## config.mk

```make
export PLATFORM = sky130hd
export DESIGN_NAME = apu_frame_counter
export DESIGN_NICKNAME = d
export VERILOG_FILES = /design/src/rtl/apu_frame_counter.sv
export SDC_FILE = /design/constraint.sdc
export NUM_CORES = 1
export LEC_CHECK = 0
export ABC_CLOCK_PERIOD_IN_PS = 3000
export CAP_MARGIN = 30
export CORE_MARGIN = 4
export CORE_UTILIZATION = 30
export CTS_CLUSTER_SIZE = 14
export DETAILED_ROUTE_END_ITERATION = 6
export PLACE_DENSITY = 0.56
export SLEW_MARGIN = 30
export SYNTH_ARGS = -nofsm -noshare
export SYNTH_HDL_FRONTEND = slang
export SYNTH_SLANG_ARGS = --single-unit
```

## constraint.sdc

```tcl
create_clock -name clk -period 3 [get_ports clk]
set_clock_uncertainty 0.1 [all_clocks]
set_input_delay 0.3 -clock clk [delete_from_list [all_inputs] [get_ports clk]]
set_output_delay 0.3 -clock clk [all_outputs]
set_load 0.1 [all_outputs]
```

## src/rtl/apu_frame_counter.sv

```systemverilog
// APU frame sequencer: quarter/half-frame strobes, $4017 control register and frame IRQ.
// The sequencer advances only on apu_clk strobes; all outputs are registered.
module apu_frame_counter #(
    parameter int STEP1     = 7457,
    parameter int STEP2     = 14913,
    parameter int STEP3     = 22371,
    parameter int STEP4_4   = 29829,
    parameter int STEP5_5   = 37281,
    parameter int RST_DELAY = 3
) (
    input  logic       clk,
    input  logic       rst,
    input  logic       apu_clk,
    input  logic       frame_wr,
    input  logic [7:0] from_cpu,
    input  logic       status_rd,
    output logic       e_pulse,
    output logic       l_pulse,
    output logic       frame_irq
);

    localparam logic [15:0] S1       = 16'(STEP1);
    localparam logic [15:0] S2       = 16'(STEP2);
    localparam logic [15:0] S3       = 16'(STEP3);
    localparam logic [15:0] S4       = 16'(STEP4_4);
    localparam logic [15:0] S5       = 16'(STEP5_5);
    localparam logic [15:0] WRAP4    = 16'(STEP4_4 + 1);
    localparam logic [15:0] WRAP5    = 16'(STEP5_5 + 1);
    localparam logic [15:0] IRQ_EARLY = 16'(STEP4_4 - 1);
    localparam logic [1:0]  DLY_INIT = 2'(RST_DELAY - 1);

    logic [15:0] cycle_cnt;
    logic        mode;
    logic        irq_inhibit;
    logic        irq_flag;
    logic        rst_pending;
    logic [1:0]  rst_dly;

    logic [15:0] cnt_inc;
    logic [15:0] cnt_next;
    logic        wrap;
    logic        seq_rst;
    logic        quarter_p0;
    logic        half_p0;
    logic        irq_set;
    logic        unused_bits;

    assign unused_bits = ^from_cpu[5:0];

    // Stage p0: decode the value the counter is about to take
    always_comb begin
        cnt_inc    = cycle_cnt + 16'd1;
        wrap       = mode ? (cnt_inc == WRAP5) : (cnt_inc == WRAP4);
        cnt_next   = wrap ? 16'd0 : cnt_inc;
        // A write on the same clk restarts the delay instead of firing the old one
        seq_rst    = rst_pending && (rst_dly == 2'd0) && !frame_wr;
        quarter_p0 = (cnt_next == S1) || (cnt_next == S2) || (cnt_next == S3) ||
                     (!mode && (cnt_next == S4)) || (mode && (cnt_next == S5));
        half_p0    = (cnt_next == S2) ||
                     (!mode && (cnt_next == S4)) || (mode && (cnt_next == S5));
        irq_set    = !mode && !irq_inhibit &&
                     ((cnt_next == IRQ_EARLY) || (cnt_next == S4) || wrap);
    end

    // Stage p1: registered sequencer state and strobes
    always_ff @(posedge clk or posedge rst) begin
        if (rst) begin
            cycle_cnt   <= 16'd0;
            mode        <= 1'b0;
            irq_inhibit <= 1'b0;
            irq_flag    <= 1'b0;
            rst_pending <= 1'b0;
            rst_dly     <= 2'd0;
            e_pulse     <= 1'b0;
            l_pulse     <= 1'b0;
        end else begin
            e_pulse <= 1'b0;
            l_pulse <= 1'b0;

            if (apu_clk) begin
                if (seq_rst) begin
                    cycle_cnt   <= 16'd0;
                    rst_pending <= 1'b0;
                    e_pulse     <= mode;
                    l_pulse     <= mode;
                end else begin
                    cycle_cnt <= cnt_next;
                    e_pulse   <= quarter_p0;
                    l_pulse   <= half_p0;
                    if (rst_pending) begin
                        rst_dly <= rst_dly - 2'd1;
                    end
                end
            end

            if (frame_wr) begin
                mode        <= from_cpu[7];
                irq_inhibit <= from_cpu[6];
                rst_pending <= 1'b1;
                rst_dly     <= DLY_INIT;
            end

            // Inhibit write clears unconditionally; otherwise a set beats a status read
            if (frame_wr && from_cpu[6]) begin
                irq_flag <= 1'b0;
            end else if (apu_clk && !seq_rst && irq_set) begin
                irq_flag <= 1'b1;
            end else if (status_rd) begin
                irq_flag <= 1'b0;
            end
        end
    end

    assign frame_irq = irq_flag;

endmodule

```

# --- Word-level counts from Yosys, hierarchy flattened ---
# Cells that the tools add are included.
op_classes:
  reduce_logical: 28
  n_addsub: 2
  muxes: 17
  n_eq_ne: 9
ops:
  columns: ["op", "n"]
  rows:
  - ["$eq A16 B15 Y1 const B", 4]
  - ["$eq A16 B16 Y1 const B", 2]
  - ["$mux W16", 2]
  - ["$add A16 B1 Y16 const B", 1]
  - ["$eq A16 B13 Y1 const B", 1]
  - ["$eq A16 B14 Y1 const B", 1]
  - ["$mux W1", 11]
  - ["$logic_and A1 B1 Y1", 9]
  - ["$logic_or A1 B1 Y1", 8]
  - ["$mux W2", 4]
  - ["$reduce_bool A2 Y1", 3]
  - ["$logic_not A1 Y1", 4]
  - ["$reduce_and A3 Y1", 1]
  - ["$reduce_bool A3 Y1", 1]
  - ["$logic_not A2 Y1", 1]
  - ["$ne A2 B2 Y1 const B", 1]
  - ["$reduce_and A2 Y1", 1]
  - ["$sub A2 B1 Y2 const B", 1]
totals:
  wordCells: 64
  in_bits: 13
  register_bits: 24

# --- Logic depth before layout (Yosys ltp) ---
# Gate-level depths: netlist of run 1.
depth:
  word_depth: 11
  mapped_depth: 11
  depth_no_buf: 9

# --- Least setup slack after synthesis of run 1 ---
# No wires, ideal clock.
synth_path:
  path_kind: "reg2reg"
  start: "reg cycle_cnt[1]"
  end: "reg cycle_cnt[7]"
  stages_incl_launch_ff: 11
  path_slack_ns: 0.186
  arrival_time_ns: 2.569
  required_ns: 2.755
  cell_sequence: "dfrtp_1 > ha_1 > buf_4 > nand3_2 > or4_1 > a2111o_1 > a21oi_1 > o221ai_2 > buf_2 > nand2_1 > o221ai_1"
synth_between:
  elab_chain_cells: 5
  word_cells_on_any_way: 6
  classes_between: "1 x add/sub; 2 x eq/ne; 3 x mux"
synth_lines:
  columns: ["element", "line", "rtl"]
  rows:
  - ["start: declaration", "32", "logic [15:0] cycle_cnt;"]
  - ["start signal: assignment", "87", "cycle_cnt <= cnt_next;"]
  - ["$add A16 B1 Y16 *", "52", "cnt_inc = cycle_cnt + 16'd1;"]
  - ["$eq A16 B15 Y1 or $eq A16 B16 Y1 (tied branches)", "53", "wrap = mode ? (cnt_inc == WRAP5) : (cnt_inc == WRAP4);"]
  - ["$mux W1", "53", null]
  - ["$mux W16 *", "54", "cnt_next = wrap ? 16'd0 : cnt_inc;"]
  - ["$mux W16 *", "81", "if (seq_rst) begin"]
# Every way passes the cells marked *; elsewhere a longest branch is shown, timed or not.
# A chain may end at the register's enable or synchronous reset.

# --- Worst setup path in the final report of run 1 ---
layout_path:
  start: "reg cycle_cnt[5]"
  end: "reg e_pulse"
layout_between:
  elab_chain_cells: 11
  word_cells_on_any_way: 18
  classes_between: "1 x add/sub; 7 x eq/ne; 4 x mux; 6 x reduce/logical"
layout_lines:
  columns: ["element", "line", "rtl"]
  rows:
  - ["$add A16 B1 Y16 *", "52", null]
  - ["$eq A16 B15 Y1 or $eq A16 B16 Y1 (tied branches)", "53", null]
  - ["$mux W1", "53", null]
  - ["$mux W16 *", "54", null]
  - ["$eq A16 B13 Y1 or $eq A16 B14 Y1 (tied branches)", "57", "quarter_p0 = (cnt_next == S1) || (cnt_next == S2) || (cnt_next == S3) ||"]
  - ["$logic_or A1 B1 Y1 (3 in series)", "57", null]
  - ["$logic_or A1 B1 Y1 *", "58", "(!mode && (cnt_next == S4)) || (mode && (cnt_next == S5));"]
  - ["$mux W1 *", "81", null]
  - ["$mux W1 *", "80", "if (apu_clk) begin"]
  - ["end signal: assignment", "84", "e_pulse <= mode;"]
  - ["end signal: assignment", "88", "e_pulse <= quarter_p0;"]
  - ["end: declaration", "17", "output logic e_pulse,"]
# Marks and branches as above.

==> results of run 1 <==
-- power breakdown --
group	leakage [nW]	internal [mW]	total [mW]	switching (mW)
Combinational	0.704	0.279	0.687	0.408
Sequential	0.296	0.385	0.500	0.115
Clock	0.0357	0.179	0.303	0.124
Total	1.04	0.843	1.49	0.647
-- through the flow --
stage | std cells | setup WS (ns) | hold WS [ns]
4_1_cts | 376 | 0.0208 | 0.279
3_3_place_gp | 372 | 0.0861 | 0.368
3_5_place_dp | 372 | 0.0363 | 0.376
6_report | 378 | 0.137 | 0.256
2_1_floorplan | 261 | 0.186 | 0.215
5_1_grt | 378 | 0.0268 | 0.321
-- final cells by class --
class	count	area, sq um
clock buffer	3	41.3
clock inverter	1	30.0
fill	716	4260
inverter	16	60.1
multi-input combinational	198	1440
sequential	24	602
tap	96	120
timing repair buffer	40	315
-- metal layers --
metal  up-vias  GRT usage [%]  share of wire (%)
met5         -              0                  0
met4         0           5.62                3.4
met3        25           2.52                3.3
met2        68           25.6                 46
met1      1108           21.3                 47
li1       1032              -                  -
-- cells by family (layout without fill, tap and decap cells) --
group           count (synthesis)  after routing
compound gates                 64             64
fa+ha+maj                       5              5
mux                             5              5
xor+xnor                        7              7
flops                          24             24
buf+inv                        39             60
simple gates                  117            117
-- worst max-delay path: stages (launching register included) --
cell       delay, ns
dfrtp_1         0.52
nand4_4         0.27
buf_4           0.23
nor4_2          0.27
or2_2           0.18
nand4_1         0.12
or4_1           0.50
a2111oi_1       0.43
a311o_1         0.18
-- timing repair --
item                                    CTS  global route
endpoints found under the setup margin    0            14
setup buffers                             0             2
resized for setup                         0            12
-- sequential cells by signal (all words and copies together), names as in the netlist --
name / count
cycle_cnt: 16
rst_dly: 2
e_pulse: 1
frame_irq: 1
irq_inhibit: 1
l_pulse: 1
mode: 1
rst_pending: 1
-- cell usage after synthesis, drive strengths merged, types with 3 or more instances --
library cell | n | area (sq um)
a21oi | 5 | 25.0
and2 | 3 | 18.8
and3 | 7 | 43.8
buf | 13 | 81.3
clkbuf | 10 | 37.5
dfrtp | 24 | 601
ha | 5 | 62.6
inv | 16 | 60.1
mux2i | 3 | 30.0
nand2 | 19 | 71.3
nand2b | 3 | 18.8
nand3 | 18 | 108
nand4 | 14 | 103
nor2 | 13 | 48.8
nor3 | 8 | 40.0
nor4 | 11 | 111
o21a | 3 | 22.5
o21ai | 12 | 60.1
o221ai | 5 | 50.0
o22ai | 5 | 31.3
o31a | 3 | 26.3
o31ai | 3 | 22.5
o32ai | 4 | 35.0
or2 | 4 | 25.0
or3 | 6 | 37.5
xnor2 | 5 | 43.8
-- final timing paths --
check | endpoint | slack, ns
min reg2reg | rst_dly[1] | 0.39
max | e_pulse | 0.14
max reg2reg | e_pulse | 0.14
max in group asynchronous | cycle_cnt[2] | 2.27
min | cycle_cnt[4] | 0.26
min in group clk | rst_dly[1] | 0.39
==> key figures, run 1 <==
Drt
  • Drt via density: 5.91
  • Residual DRC: 0
  • DR pass1 iterations: 5
  • Vias after detailed routing: 2,233
  • Routed Antenna Nets: 0
  • Drt total wl: around 6600 um
  • Initial detailed-routing violation count: ~180
  • Mean routed wirelength per cell: between 15 and 20 um

Timing
  • Relative slew slack: roughly 64%
  • RSZ-0062 raised after global routing: false
  • Final worst path period need: approximately 2.9 ns
  • Max-slew violation count: 0
  • Setup TNS: 0 ns
  • Final Hold Fails: 0
  • Max frequency: 349 MHz
  • Worst-margin pin slew: 0.532 ns
  • Final setup vio count: 0
  • Period utilization: 95.4%

Critical path
  • R2R depth: 8
  • RR Startpoint: cycle_cnt[5]
  • CP arrival: about 3 ns
  • Setup crit end kind: flop
  • WP data required: between 3 and 4 ns
  • CP Class: reg -> reg
  • Worst Setup SP: cycle_cnt[5]
  • CP Max Fanout: 10
  • CP Launch Type: flop

Global routing
  • Total GRT Usage: roughly 16%
  • First-pass GRT wire length: 10,900 um
  • Antenna violations before repair: 0
  • Largest net degree at the start of global routing: 25
  • Vias in the first global route: between 2,000 and 2,500
  • GRT overflow: 0

Clock tree
  • CTS HTree Levels: 1
  • Clock transition at the registers of the reported paths: approximately 0.1 ns
  • Clk sinks: 24
  • CTS Buf Count: 3
  • Deepest clock path buffer count: 2
  • Clk root buf: clkbuf_8
  • Hold_buf cts: 0
  • CTS tree: built
  • Insertion delay to the later sink of the worst-skew pair: between 0.2 and 0.3 ns

Synthesis
  • Synth Area in Simple Gates: between 30% and 40%
  • Asr flop ratio synth: 100%
  • Synth Area per Inst: 8.26 sq um
  • Synth Register Bits: 24
  • Syn Nets: around 280
  • Number of flops mapped to enable cells by yosys: 0
  • Largest family of logic cells by synthesized area: simple AND/OR/NAND/NOR gates
  • Compound-Gate Fraction of Synth Area: a little under a quarter
  • Predominant post-synthesis flop cell: dfrtp_1
  • Number of distinct library cells after synthesis: 61
  • Sequential area share after synthesis: about 28%
  • Ys Warns: 0
  • XOR/XNOR share of the synthesized area: under 10%
  • Mux share of post-synthesis cell area: under 10%
  • Post-synthesis adder-cell area fraction: under 10%
  • Synth Cell Area: between 2000 and 2500 sq um
  • Syn Inst Count: between 200 and 300

Power
  • Pwr Total: 1.49 mW
  • Maximum vdd drop: 413 uV
  • Static Leak: slightly above 1 nW
  • Power Density: about 570 nW/um^2

Floorplan
  • # IOs: 16
  • Core ar.: around 7000 sq um
  • Initial core utilization: between 30% and 40%
  • Die height: 92.8 um
  • Row count: 30
  • Die area: 8610 sq um
  • Die W: 92.8 um

Final layout
  • Nets: 301
  • Ant. Diodes: 0
  • Area delta synth->final: 21.0%
  • Post-route cell area: about 2600 sq um
  • Final Util: 38.0%
  • Most common cell after layout, fill and taps aside: buf_4
  • Most frequent cells in the layout: buf_4 (34), dfrtp_1 (23), nand2_1 (19)
  • Layout cells sized above 1: 21.6%

Hold path
  • Hold WC Path Type: in -> async

Run
  • Max_cap viols: 0

Status
  • Status: complete, no violations

Placed design
  • Placed Area: roughly 2500 sq um
  • RePlAce Congestion: 0.909
  • Post-detail-place hpwl: just under 5000 um
  • IO buf count: 9
(Power assumes the default switching activity.)
==> run 2: changes to the inputs <==
--- a/config.mk
+++ b/config.mk
@@ -7,6 +7,7 @@
 export LEC_CHECK = 0
 export ABC_CLOCK_PERIOD_IN_PS = 3000
 export CAP_MARGIN = 30
+export CORE_ASPECT_RATIO = 0.75
 export CORE_MARGIN = 4
 export CORE_UTILIZATION = 30
 export CTS_CLUSTER_SIZE = 14
==> key figures, run 2 (synthesis results as in run 1) <==
Status
  • Status: complete, no violations (unchanged)

Drt
  • Drt total wl: 6890 um (was 6610 um)
  • Drt via density: 5.57 (was 5.91)
  • DR pass1 iterations: 5 (unchanged)
  • Vias after detailed routing: 2,127 (was 2,233)
  • Routed Antenna Nets: 0 (unchanged)
  • Initial detailed-routing violation count: 188 (was 184)
  • Residual DRC: 0 (unchanged)
  • Mean routed wirelength per cell: 18.0 um (was 17.5 um)

Power
  • Static Leak: 1.05 nW (was 1.04 nW)
  • Maximum vdd drop: 252 uV (was 413 uV)
  • Power Density: 580 nW/um^2 (was 571 nW/um^2)

Clock tree
  • CTS HTree Levels: 1 (unchanged)
  • Deepest clock path buffer count: 2 (unchanged)
  • Clock transition at the registers of the reported paths: 0.09 ns (was 0.10 ns)
  • CTS Buf Count: 3 (unchanged)
  • Clk root buf: clkbuf_8 (unchanged)
  • Hold_buf cts: 0 (unchanged)
  • Clk sinks: 24 (unchanged)
  • Insertion delay to the later sink of the worst-skew pair: 0.27 ns (was 0.28 ns)
  • CTS tree: built (unchanged)

Floorplan
  • Die area: 8620 sq um (was 8610 sq um)
  • Initial core utilization: 31.3% (was 31.4%)
  • Core ar.: 6900 sq um (was 6870 sq um)
  • Die W: 106 um (was 92.8 um)
  • Row count: 26 (was 30)
  • Die height: 81.4 um (was 92.8 um)
  • # IOs: 16 (unchanged)

Final layout
  • Area occupied by multi-input gates: 1440 sq um (about the same)
  • Most frequent cells in the layout: buf_4 (35), dfrtp_1 (24), nand2_1 (19) (was buf_4 (34), dfrtp_1 (23), nand2_1 (19))
  • Nets: 303 (was 301)
  • Layout cells sized above 1: 21.8% (was 21.6%)
  • Ant. Diodes: 0 (unchanged)
  • FF/Latch Area: 601 sq um (was 602 sq um)
  • Top reg by flops: cycle_cnt (unchanged)
  • Fill count: 733 (was 716)
  • Area delta synth->final: 22.2% (was 21.0%)
  • Top Registers: cycle_cnt: 16 flops, rst_dly: 2 flops (unchanged)
  • Most common cell after layout, fill and taps aside: buf_4 (unchanged)
  • Largest register FFs: 16 (unchanged)

Critical path
  • Setup crit end kind: flop (unchanged)
  • CP Launch Type: flop (unchanged)
  • CP arrival: 2.97 ns (was 2.98 ns)
  • CP Class: reg -> reg (unchanged)
  • WP data required: 3.06 ns (was 3.12 ns)
  • CP Max Fanout: 6 (was 10)

Hold path
  • Hold WC Path Type: in -> async (unchanged)

Placed design
  • IO buf count: 9 (unchanged)
  • Pre-CTS setup slack: 0.0130 ns (was 0.0363 ns)
  • Post-detail-place hpwl: 5330 um (was 4890 um)
  • RePlAce Congestion: 0.948 (was 0.909)

Timing
  • Relative slew slack: 61.6% (was 64.4%)
  • Worst-margin pin slew: 0.572 ns (was 0.532 ns)
  • Final Hold Fails: 0 (unchanged)
  • Final worst path period need: 2.91 ns (was 2.86 ns)
  • Setup TNS: 0 ns (unchanged)
  • Final worst slack: 0.0891 ns (was 0.137 ns)
  • Period utilization: 97.0% (was 95.4%)
  • Max frequency: 344 MHz (was 349 MHz)
  • Max-slew violation count: 0 (unchanged)
  • Final setup vio count: 0 (unchanged)

Global routing
  • Total GRT Usage: 16.9% (was 15.8%)
  • GRT overflow: 0 (unchanged)
  • Largest net degree at the start of global routing: 25 (unchanged)
  • First-pass GRT wire length: 11,400 um (was 10,900 um)
  • Vias in the first global route: 2,071 (was 2,180)
  • Antenna violations before repair: 0 (unchanged)

Run
  • Max_cap viols: 0 (unchanged)
-- run 2: changes by cell type in the layout (fill, tap and decap cells not counted), sizes merged --
cell	delta
buf	+2
-- run 2: path summary, 6_finish.rpt --
kind	endpoint	slack, ns	start	depth (start not counted)
max	e_pulse	0.09	cycle_cnt[0]	8
min	cycle_cnt[4]	0.28	rst	2
max reg2reg	e_pulse	0.09	cycle_cnt[0]	8
min reg2reg	rst_dly[1]	0.40	rst_dly[1]	1
max in group asynchronous	cycle_cnt[11]	2.16	rst	2
min in group clk	rst_dly[1]	0.40	rst_dly[1]	1
-- run 2: critical path, stage by stage (launching register included) --
cell	delay, ns
dfrtp_1	0.39
ha_2	0.24
xor2_1	0.16
or4_1	0.55
a2111o_1	0.43
a21oi_2	0.25
o221ai_4	0.20
o211a_1	0.17
a311o_1	0.32
-- run 2: cell type report --
cell class,instances,share of cell area (%)
clock inverters,1,1.14
well taps,98,4.65
flip-flops and latches,24,22.8
repair buffers,42,13.0
inverters,16,2.28
clock buffers,3,1.57
multi-input cells,198,54.6
-- run 2: what timing repair did --
action / 4_1_cts / 5_1_grt
endpoints found under the setup margin: 1 / 11
resized for setup: 1 / 9
pin swaps: 0 / 0
setup buffers: 0 / 0
-- run 2: power breakdown --
part	leakage (nW)	internal (mW)	switching (mW)	total, mW
logic	0.717	0.316	0.433	0.749
registers	0.297	0.384	0.104	0.488
clock network	0.0357	0.178	0.113	0.292
-- run 2: per-layer routing --
| layer | wire (um) | track usage [%] | vias up |
|---|---|---|---|
| met4 | 60 | 2.20 | 0 |
| met2 | 2820 | 25.1 | 61 |
| met1 | 3650 | 26.6 | 1026 |
| li1 | - | - | 1034 |
| met5 | 0 | 0 | - |
| met3 | 366 | 2.20 | 6 |
-- run 2: through the flow --
stage                     hold slack [ns]  power [mW]  cells  instance area [sq um]  utilization (%)
final                               0.282        1.53    382                   2640             38.2
after global placement              0.372        1.21    378                   2500             36.3
after detailed placement            0.380        1.21    378                   2500             36.3
after floorplan                     0.215       0.945    261                   2160                -
after global routing                0.314        1.63    382                   2640             38.2
after CTS                           0.297        1.52    382                   2580             37.4
